<file path="src/rtl/hazard_ctrl.sv">
// Pipeline hazard controller: load-use stall and branch/jump redirect control,
// with saturating performance counters for stall and redirect cycles.
module hazard_ctrl (
    input  logic        clk,
    input  logic        reset,
    input  logic [4:0]  id_rs,
    input  logic [4:0]  id_rt,
    input  logic        id_uses_rs,
    input  logic        id_uses_rt,
    input  logic        ex_mem_read,
    input  logic [4:0]  ex_rt,
    input  logic        ex_branch_taken,
    input  logic        id_jump,
    input  logic        perf_clear,
    output logic        pc_write,
    output logic        if_id_write,
    output logic        if_id_flush,
    output logic        id_ex_flush,
    output logic [1:0]  state,
    output logic [15:0] stall_cnt,
    output logic [15:0] flush_cnt
);

    typedef enum logic [1:0] {
        ST_RUN   = 2'd0,
        ST_STALL = 2'd1,
        ST_FLUSH = 2'd2,
        ST_RSVD  = 2'd3
    } state_t;

    state_t      state_r;
    state_t      state_nxt_s;
    logic        ex_valid_r;
    logic        br_s;
    logic        lu_s;
    logic        stall_inc_s;
    logic        flush_inc_s;
    logic [15:0] stall_cnt_r;
    logic [15:0] flush_cnt_r;

    function automatic logic [15:0] sat_inc(input logic [15:0] cnt);
        sat_inc = (cnt == 16'hFFFF) ? cnt : cnt + 16'd1;
    endfunction

    // Hazard detection; ID/EX flush leaves control fields live, so everything is gated by ex_valid_r.
    always_comb begin
        br_s = ex_branch_taken && ex_valid_r;
        lu_s = ex_valid_r && ex_mem_read && (ex_rt != 5'd0) &&
               ((id_uses_rs && (id_rs == ex_rt)) || (id_uses_rt && (id_rt == ex_rt)));
        stall_inc_s = lu_s && !br_s;
        flush_inc_s = br_s || (id_jump && !lu_s);
    end

    // Prioritised pipeline controls and next recorded action.
    always_comb begin
        pc_write    = 1'b1;
        if_id_write = 1'b1;
        if_id_flush = 1'b0;
        id_ex_flush = 1'b0;
        state_nxt_s = ST_RUN;
        if (br_s) begin
            if_id_flush = 1'b1;
            id_ex_flush = 1'b1;
            state_nxt_s = ST_FLUSH;
        end else if (lu_s) begin
            pc_write    = 1'b0;
            if_id_write = 1'b0;
            id_ex_flush = 1'b1;
            state_nxt_s = ST_STALL;
        end else if (id_jump) begin
            if_id_flush = 1'b1;
            state_nxt_s = ST_FLUSH;
        end else begin
            state_nxt_s = ST_RUN;
        end
    end

    // Recorded action and ID/EX validity tracking.
    always_ff @(posedge clk or posedge reset) begin
        if (reset) begin
            state_r    <= ST_RUN;
            ex_valid_r <= 1'b0;
        end else begin
            state_r    <= state_nxt_s;
            ex_valid_r <= !id_ex_flush;
        end
    end

    // Saturating performance counters; clear wins over a same-cycle increment.
    always_ff @(posedge clk or posedge reset) begin
        if (reset) begin
            stall_cnt_r <= 16'd0;
            flush_cnt_r <= 16'd0;
        end else if (perf_clear) begin
            stall_cnt_r <= 16'd0;
            flush_cnt_r <= 16'd0;
        end else begin
            if (stall_inc_s) begin
                stall_cnt_r <= sat_inc(stall_cnt_r);
            end
            if (flush_inc_s) begin
                flush_cnt_r <= sat_inc(flush_cnt_r);
            end
        end
    end

    assign state     = state_r;
    assign stall_cnt = stall_cnt_r;
    assign flush_cnt = flush_cnt_r;

endmodule

</file>
<file path="config.mk">
export PLATFORM = sky130hd
export DESIGN_NAME = hazard_ctrl
export DESIGN_NICKNAME = d
export VERILOG_FILES = /design/src/rtl/hazard_ctrl.sv
export SDC_FILE = /design/constraint.sdc
export NUM_CORES = 1
export LEC_CHECK = 0
export BUFFER_PORTS_ARGS = -buffer_cell sky130_fd_sc_hd__buf_2
export CAP_MARGIN = 15
export CORE_UTILIZATION = 47
export CTS_CLUSTER_SIZE = 24
export DETAILED_ROUTE_END_ITERATION = 12
export PLACE_DENSITY = 0.77
export SKIP_CTS_REPAIR_TIMING = 1
export SYNTH_ARGS = -nofsm -noshare
export SYNTH_HDL_FRONTEND = slang
export SYNTH_SLANG_ARGS = --single-unit
</file>
<file path="constraint.sdc">
create_clock -name clk -period 2 [get_ports clk]
set_clock_uncertainty 0.1 [all_clocks]
set_input_delay 0 -clock clk [delete_from_list [all_inputs] [get_ports clk]]
set_output_delay 0 -clock clk [all_outputs]
set_load 0.05 [all_outputs]
</file>
Word level (Yosys, flattened, before mapping):

Cells that the tools add are included.
Widths: inputs -> output; s select.

* word-level logic and storage cells: 46
* bits of input ports: 23
* output and inout port bits: 38
* register bits after elaboration: 35

* reductions and logical operators: 18
* multiplexer cells: 16
* add/subtract/negate cells: 2
* eq/ne operators: 6

Operators with widths (count)
* $mux 16: 6
* $add 16x1->16 const B: 2
* $eq 16x16->1 const B: 2
* $eq 5x5->1: 2
* $logic_and 1x1->1: 8
* $mux 1: 7
* $mux 2: 3
* $reduce_bool 5->1: 1
* $ne 2x2->1 const B: 2
* $reduce_and 2->1: 2
* $reduce_bool 2->1: 2
* $logic_not 1->1: 3
* $logic_or 1x1->1: 2

Depth between registers and ports, before layout:

Gate-level depths: netlist of the first run.

* depth in word-level cells: 9
* gate-level depth with buffers: 9
* depth with buffers taken out: 7

Least setup slack after synthesis of the first run:

No wires, ideal clock.

* kind: register to register
* start: reg stall_cnt_r[0] (netlist: stall_cnt[0])
* end: reg stall_cnt_r[13] (netlist: stall_cnt[13])
* period minus slack after synthesis: 2481 ps
* buffers on the path: 2
* data arrival time: 2256 ps
* cell stages (with the launch flop): 9
* setup time: 125 ps
* slack: -481 ps
* data required time: 1775 ps
* cells stage by stage: dfrtp_1 > ha_1 > and2_1 > clkbuf_1 > and3_1 > nand4b_1 > buf_2 > nor3_1 > mux2_2

* word-level cells in the longest chain between the ends: 4
* elaborated cells between the ends (all ways): 7
* classes of those cells: add/sub: 1; eq/ne: 2; mux: 3; reduce/logical: 1

RTL lines
* start, declared: line 38 `logic [15:0] stall_cnt_r;`
* start signal, assigned: line 99 `stall_cnt_r <= sat_inc(stall_cnt_r);`
* $add 16x1->16: line 42 `sat_inc = (cnt == 16'hFFFF) ? cnt : cnt + 16'd1;`
* $mux 16: line 42
* $mux 16: line 98 `if (stall_inc_s) begin`
* $mux 16: line 94 `end else if (perf_clear) begin`

Parallel ways exist; a longest one is shown, timed or not. The select of a mux whose other input is x is not followed.
A chain may end at the register's enable or synchronous reset.

Worst setup path in the final report of the first run:

* start: reg stall_cnt_r[0] (netlist: stall_cnt[0])
* end: reg stall_cnt_r[11] (netlist: stall_cnt[11])

Same word-level chain as after synthesis.

==> results.cfg, run 1 <==
[status]
outcome = finished with violations
violations = setup timing

[critical_path]
rr_endpoint = stall_cnt[11]
cp.required_ns = 2.11
r2r_cells = 7
cp_cell_sequence = ha_4 > and2_4 > and3_4 > nand4b_1 > buf_6 > or4_1 > a21oi_1
critical_path_class = flop to flop
ff2ff_setup_slack_ns = -0.1
crit_start = stall_cnt[0]
critical_path_buf_inv_count = 1
arrival_ns = 2.21
crit-reg2reg-launch = stall_cnt[0]
worst-path-max-fanout = 6
setup.worst_path.end_class = flop
critPathLaunchType = flop
cpLargestDelayFamily = simple AND/OR/NAND/NOR gates
max_stage_delay_ns = 0.46
cp_slowest_cell = or4_1

[timing]
slew_viol_final = 0
fin_crit_sh = 1.05
setup_ws_ns = -0.0966
max_slew.worst_pin.slew_ns = 0.490
setup_viol = 7
max_freq_mhz = 477
maxSlewHeadroom = 0.674
hold_viol_final = 0
rsz0062_at_grt = true
fin_crit_ns = 2.10

[placement]
dp_cells = 358
place_hpwl_um = 3680
place_ws_ns = -0.0553
post_dp_cell_area_mm2 = 0.00269
numPortBuffers = 60
gp_congestion = 0.824

[routing]
vias_per_cell = 5.75
wl_met3_um = 310
dr.first_iter.drc_count = 110
wl_per_cell_um = 14.5
met2_length_um = 2720
met1_length_um = 2300
top_layer_used = met4
drt_wl_total_um = 5390
num_vias = 2138
drt_pass1_iterations = 4
antenna_left = 0
drc_errors = 0

[logic_synthesis]
synth_ff_type = dfrtp_1
ys_warn_count = 0
synth_seq_cells = 35
syn_avg_cell_area_um2 = 8.91
synth_cell_types = 37
synth_edf_count = 0
yosysSeqAreaShare = 0.422
synth_fp_nets = 258
synthArstFlopShare = 1.00
syn_inst = 233
syn_area_mm2 = 0.00208

[die]
core_mm2 = 0.00412
io_pins = 61
initial_core_util = 0.504
die_h_um = 68.5
die_area_mm2 = 0.00469
num_rows = 23
dieWidth_um = 68.5

[final_layout]
fill_cells = 315
n_antenna_cell = 0
design_area_mm2 = 0.00290
area_delta_synth_final_pct = 39.9
drive_gt1_frac = 0.469
nets = 346
final_cells = 372
seqCellArea_um2 = 902
multi_input_area_mm2 = 0.00120

[worst_hold_path]
worstHoldEndpoint = flush_cnt[0]
min_path_cells = 2
worstHoldStart = perf_clear
hold_path.class = primary input to flop

[power_and_ir_drop]
comb_power_share = 0.120
power.share.clock = 0.422
vdd.ir_drop.worst_uv = 361
p_switching_uw = 388
internal_power_mw = 1.19
switching_share = 0.246
power.density_mw_per_mm2 = 543
finalPower_mw = 1.58
power.leakage_nw = 1.28
pwr-share-seq = 0.458

[cts]
cts_tree = yes
cts.sinks = 35
clk_pin_slew_worst_paths_ns = 0.07
clock_path_buffers = 2
cts_made_buffers = 5
root_buffer = clkbuf_8
insertion_delay_ns = 0.29
htreeDepth = 2

[grt]
grt.total_usage = 0.236
grt_pass1_vias = 1877
grt_max_degree = 36
grt_pass1_wl_um = 8300
gr-total-overflow = 0
antenna_found_initial = 0

[run]
cap_violations = 0
through the flow:
| stage | utilization | setup TNS [ns] | hold WS, ns |
|---|---|---|---|
| finish | 0.706 | -0.349 | 0.0891 |
| CTS | 0.681 | -0.407 | -0.285 |
| global route | 0.706 | -0.765 | 0.121 |
| global placement | 0.652 | -0.00386 | 0.0227 |
| floorplan | - | -1.72 | 0.0528 |
| detailed placement | 0.652 | -0.0553 | 0.0226 |
synth_stat cells, drive strengths merged, types with 2 or more instances:
library cell | count | share of area
buf | 6 | 0.020
inv | 10 | 0.018
or4 | 10 | 0.036
ha | 2 | 0.012
nand2b | 4 | 0.013
or2 | 2 | 0.0060
nand4 | 13 | 0.039
nor4 | 3 | 0.012
dfrtp | 35 | 0.42
nor2 | 13 | 0.024
mux2 | 8 | 0.043
nand3 | 7 | 0.017
or3 | 13 | 0.039
nand2 | 15 | 0.027
clkbuf | 8 | 0.014
and3 | 2 | 0.0060
nor2b | 7 | 0.021
o21ai | 13 | 0.033
a21oi | 23 | 0.055
nor3 | 8 | 0.019
o31ai | 11 | 0.040
xnor2 | 10 | 0.042
worst max-delay path by stage:
stage / slack, ns / cells past startpoint / to
floorplan: -0.25 / 8 / stall_cnt[5]
global placement: -0.004 / 7 / stall_cnt[11]
detailed placement: -0.06 / 7 / stall_cnt[11]
CTS: -0.12 / 7 / stall_cnt[11]
global route: -0.14 / 7 / stall_cnt[11]
finish: -0.1 / 7 / stall_cnt[11]
cell families (layout without fill, tap and decap cells):
kind of cell	after synthesis	in the layout	share of synthesized area
xor+xnor	10	10	0.0422
compound gates	52	52	0.148
flops	35	35	0.422
fa+ha+maj	2	2	0.0121
buf+inv	24	113	0.0524
mux	9	9	0.0482
simple gates	101	101	0.275
state kept, by name, summed over array words and instances, names as in the netlist:
register	count
stall_cnt	16
ex_valid_r	1
state	2
flush_cnt	16
power by group through the flow:
stage	Combinational, mW	Sequential, mW	Clock [mW]
detailed placement	0.188	0.737	0
floorplan	0.0959	0.762	0
CTS	0.188	0.723	0.675
global route	0.208	0.725	0.704
finish	0.190	0.723	0.666
global placement	0.184	0.736	0
per-layer routing:
metal / vias up / global-route usage
met2: 77 / 0.400
li1: 1027 / -
met4: 0 / 0.0729
met5: - / 0
met3: 7 / 0.0517
met1: 1027 / 0.298
layout by cell type, fill, tap and decap left out, types with 2 or more instances in the layout:
cell and n:
buf_2 61, buf_4 30, a21oi_1 21, dfrtp_2 21, nand2_1 15, dfrtp_1 14, or3_1 13, nand4_1 13
nor2_1 12, o21ai_0 12, o31ai_1 11, xnor2_1 10, inv_1 10, or4_1 8, nor2b_1 7, nand3_1 7
mux2_2 6, clkbuf_8 6, nor3_2 5, nand2b_1 3, mux2_4 2, nor4_4 2, nor3_1 2, or2_2 2
or4_4 2, a21oi_2 2, dlygate4sd3_1 2
worst register-to-register path, stage by stage (launching register included):
cell	delay [ns]
dfrtp_2	0.43
ha_4	0.16
and2_4	0.16
and3_4	0.17
nand4b_1	0.24
buf_6	0.19
or4_1	0.46
a21oi_1	0.13
cell type report:
type,count,area share
multi-input combinational,174,0.414
timing repair buffer,95,0.200
inverter,10,0.0129
clock inverter,2,0.0121
tap,50,0.0215
clock buffer,6,0.0284
sequential,35,0.311
Note: power is estimated with default switching activity, not from simulation.
==> run 2, diff against run 1 <==
- ABC_AREA: unset -> 0
- CORE_UTILIZATION: 47 -> 49
- PLACE_DENSITY: 0.77 -> 0.76
- clock period: 2 -> 2.4 ns (I/O delays scaled with it)
==> run 2 against run 1 <==
  * The flow now finishes without violations
  * First-iteration DRC count rose by 82%
  * Sequential cell count did not move
  * Combinational power fell by 24%
  * Largest cell class unchanged
  * Highest routed layer unchanged
==> results.cfg, run 2 (same netlist as run 1, synthesis figures left out) <==
[status]
outcome = completed

[timing]
fin_crit_sh = 0.920
max_slew.worst_pin.slew_ns = 0.888
maxSlewHeadroom = 0.408
fin_crit_ns = 2.21
rsz0062_at_grt = false
setup_viol = 0
max_freq_mhz = 453
slew_viol_final = 0
hold_viol_final = 0
fin_setup_tns_ns = 0

[cts]
cts_tree = yes
cts_made_buffers = 5
clock_path_buffers = 2
htreeDepth = 2
insertion_delay_ns = 0.29
cts.sinks = 35
clk_pin_slew_worst_paths_ns = 0.07
root_buffer = clkbuf_8

[placement]
place_hpwl_um = 3480
gp_congestion = 0.862
numPortBuffers = 60

[routing]
num_vias = 1998
drt_pass1_iterations = 4
drt_wl_total_um = 4870
dr.first_iter.drc_count = 200
antenna_left = 0
drc_errors = 0
vias_per_cell = 5.72
wl_per_cell_um = 13.9

[final_layout]
final_common_cell = buf_2
n_antenna_cell = 0
nets = 323
mostFrequentLayoutCells = 60 x buf_2, 31 x dfrtp_1, 23 x a21oi_1
drive_gt1_frac = 0.318
fin_util = 0.642
area_delta_synth_final_pct = 24.5

[critical_path]
max_stage_delay_ns = 0.42
arrival_ns = 2.32
setup.worst_path.end_class = flop
critPathLaunchType = flop
critical_path_class = flop to flop
worst-path-max-fanout = 5
cp.required_ns = 2.51
cp_cell_sequence = ha_1 > nand4_1 > nor4_2 > nor3_1 > inv_1 > or4_1 > a21oi_1
cp_slowest_cell = dfrtp_1

[grt]
gr-total-overflow = 0
grt_pass1_vias = 1798
antenna_found_initial = 0
grt_max_degree = 42
grt.total_usage = 0.233
grt_pass1_wl_um = 7970

[die]
dieWidth_um = 67.1
num_rows = 23
initial_core_util = 0.515
io_pins = 61
die_area_mm2 = 0.00450
core_mm2 = 0.00403
die_h_um = 67.1

[power_and_ir_drop]
power.density_mw_per_mm2 = 506
power.leakage_nw = 1.14
vdd.ir_drop.worst_uv = 248

[run]
cap_violations = 0

[worst_hold_path]
hold_path.class = primary input to flop
-- run 2: cell count changes in the layout (fill, tap and decap cells not counted), moves of 5 or more --
| cell | delta |
|---|---|
| dfrtp_2 | -17 |
| dfrtp_1 | +17 |
| nor3_1 | +6 |
| nor3_2 | -5 |
| buf_4 | -20 |
-- run 2: stage by stage --
step	std cells	worst slack, ns	hold slack [ns]	total power [mW]	cell area (um^2)
2_1_floorplan	233	0.00950	0.0540	0.713	2080
3_3_place_gp	338	0.139	0.0887	0.756	2440
3_5_place_dp	338	0.0551	0.0742	0.759	2440
4_1_cts	346	0.0406	-0.228	1.31	2560
5_1_grt	349	0.00243	0.152	1.36	2580
6_report	349	0.192	0.125	1.31	2580
-- run 2: final timing paths --
| kind | startpoint | end | slack, ns | cells past startpoint |
|---|---|---|---|---|
| hold / removal | ex_mem_read | ex_valid_r | 0.12 | 4 |
| setup / recovery | flush_cnt[0] | flush_cnt[15] | 0.19 | 7 |
| hold reg to reg | stall_cnt[6] | stall_cnt[6] | 0.48 | 2 |
| min in group asynchronous | reset | stall_cnt[6] | 0.29 | 3 |
| setup reg to reg | flush_cnt[0] | flush_cnt[15] | 0.19 | 7 |
| max in group asynchronous | reset | flush_cnt[15] | 1.26 | 4 |
-- run 2: where the power goes --
group / leakage [nW] / internal (mW) / switching (mW)
combinational: 0.608 / 0.0499 / 0.0947
clock: 0.0612 / 0.336 / 0.223
sequential: 0.474 / 0.596 / 0.00652
total: 1.14 / 0.983 / 0.324
-- run 2: layer usage --
metal,vias up,GRT usage,wire length (um)
met1,919,0.291,2130
met4,0,0.0745,89
met5,-,0,0
met3,11,0.0685,313
li1,987,-,-
met2,81,0.380,2340
-- run 2: layout make-up --
type | instances | area, um^2
fillers | 368 | 1440
multi-input cells | 174 | 1090
flip-flops and latches | 35 | 881
repair buffers | 72 | 395
clock buffers | 6 | 82.6
well taps | 50 | 62.6
inverters | 10 | 37.5
clock inverters | 2 | 35.0
-- run 2: critical path, delay by kind of cell (launching register included) --
family | cells | cell delay (ns)
AO/OA/AOI/OAI | 1 | 0.15
AND/OR/NAND/NOR | 4 | 1.03
flip-flops | 1 | 0.42
buffers and inverters | 1 | 0.17
adder cells (fa/ha/maj) | 1 | 0.26
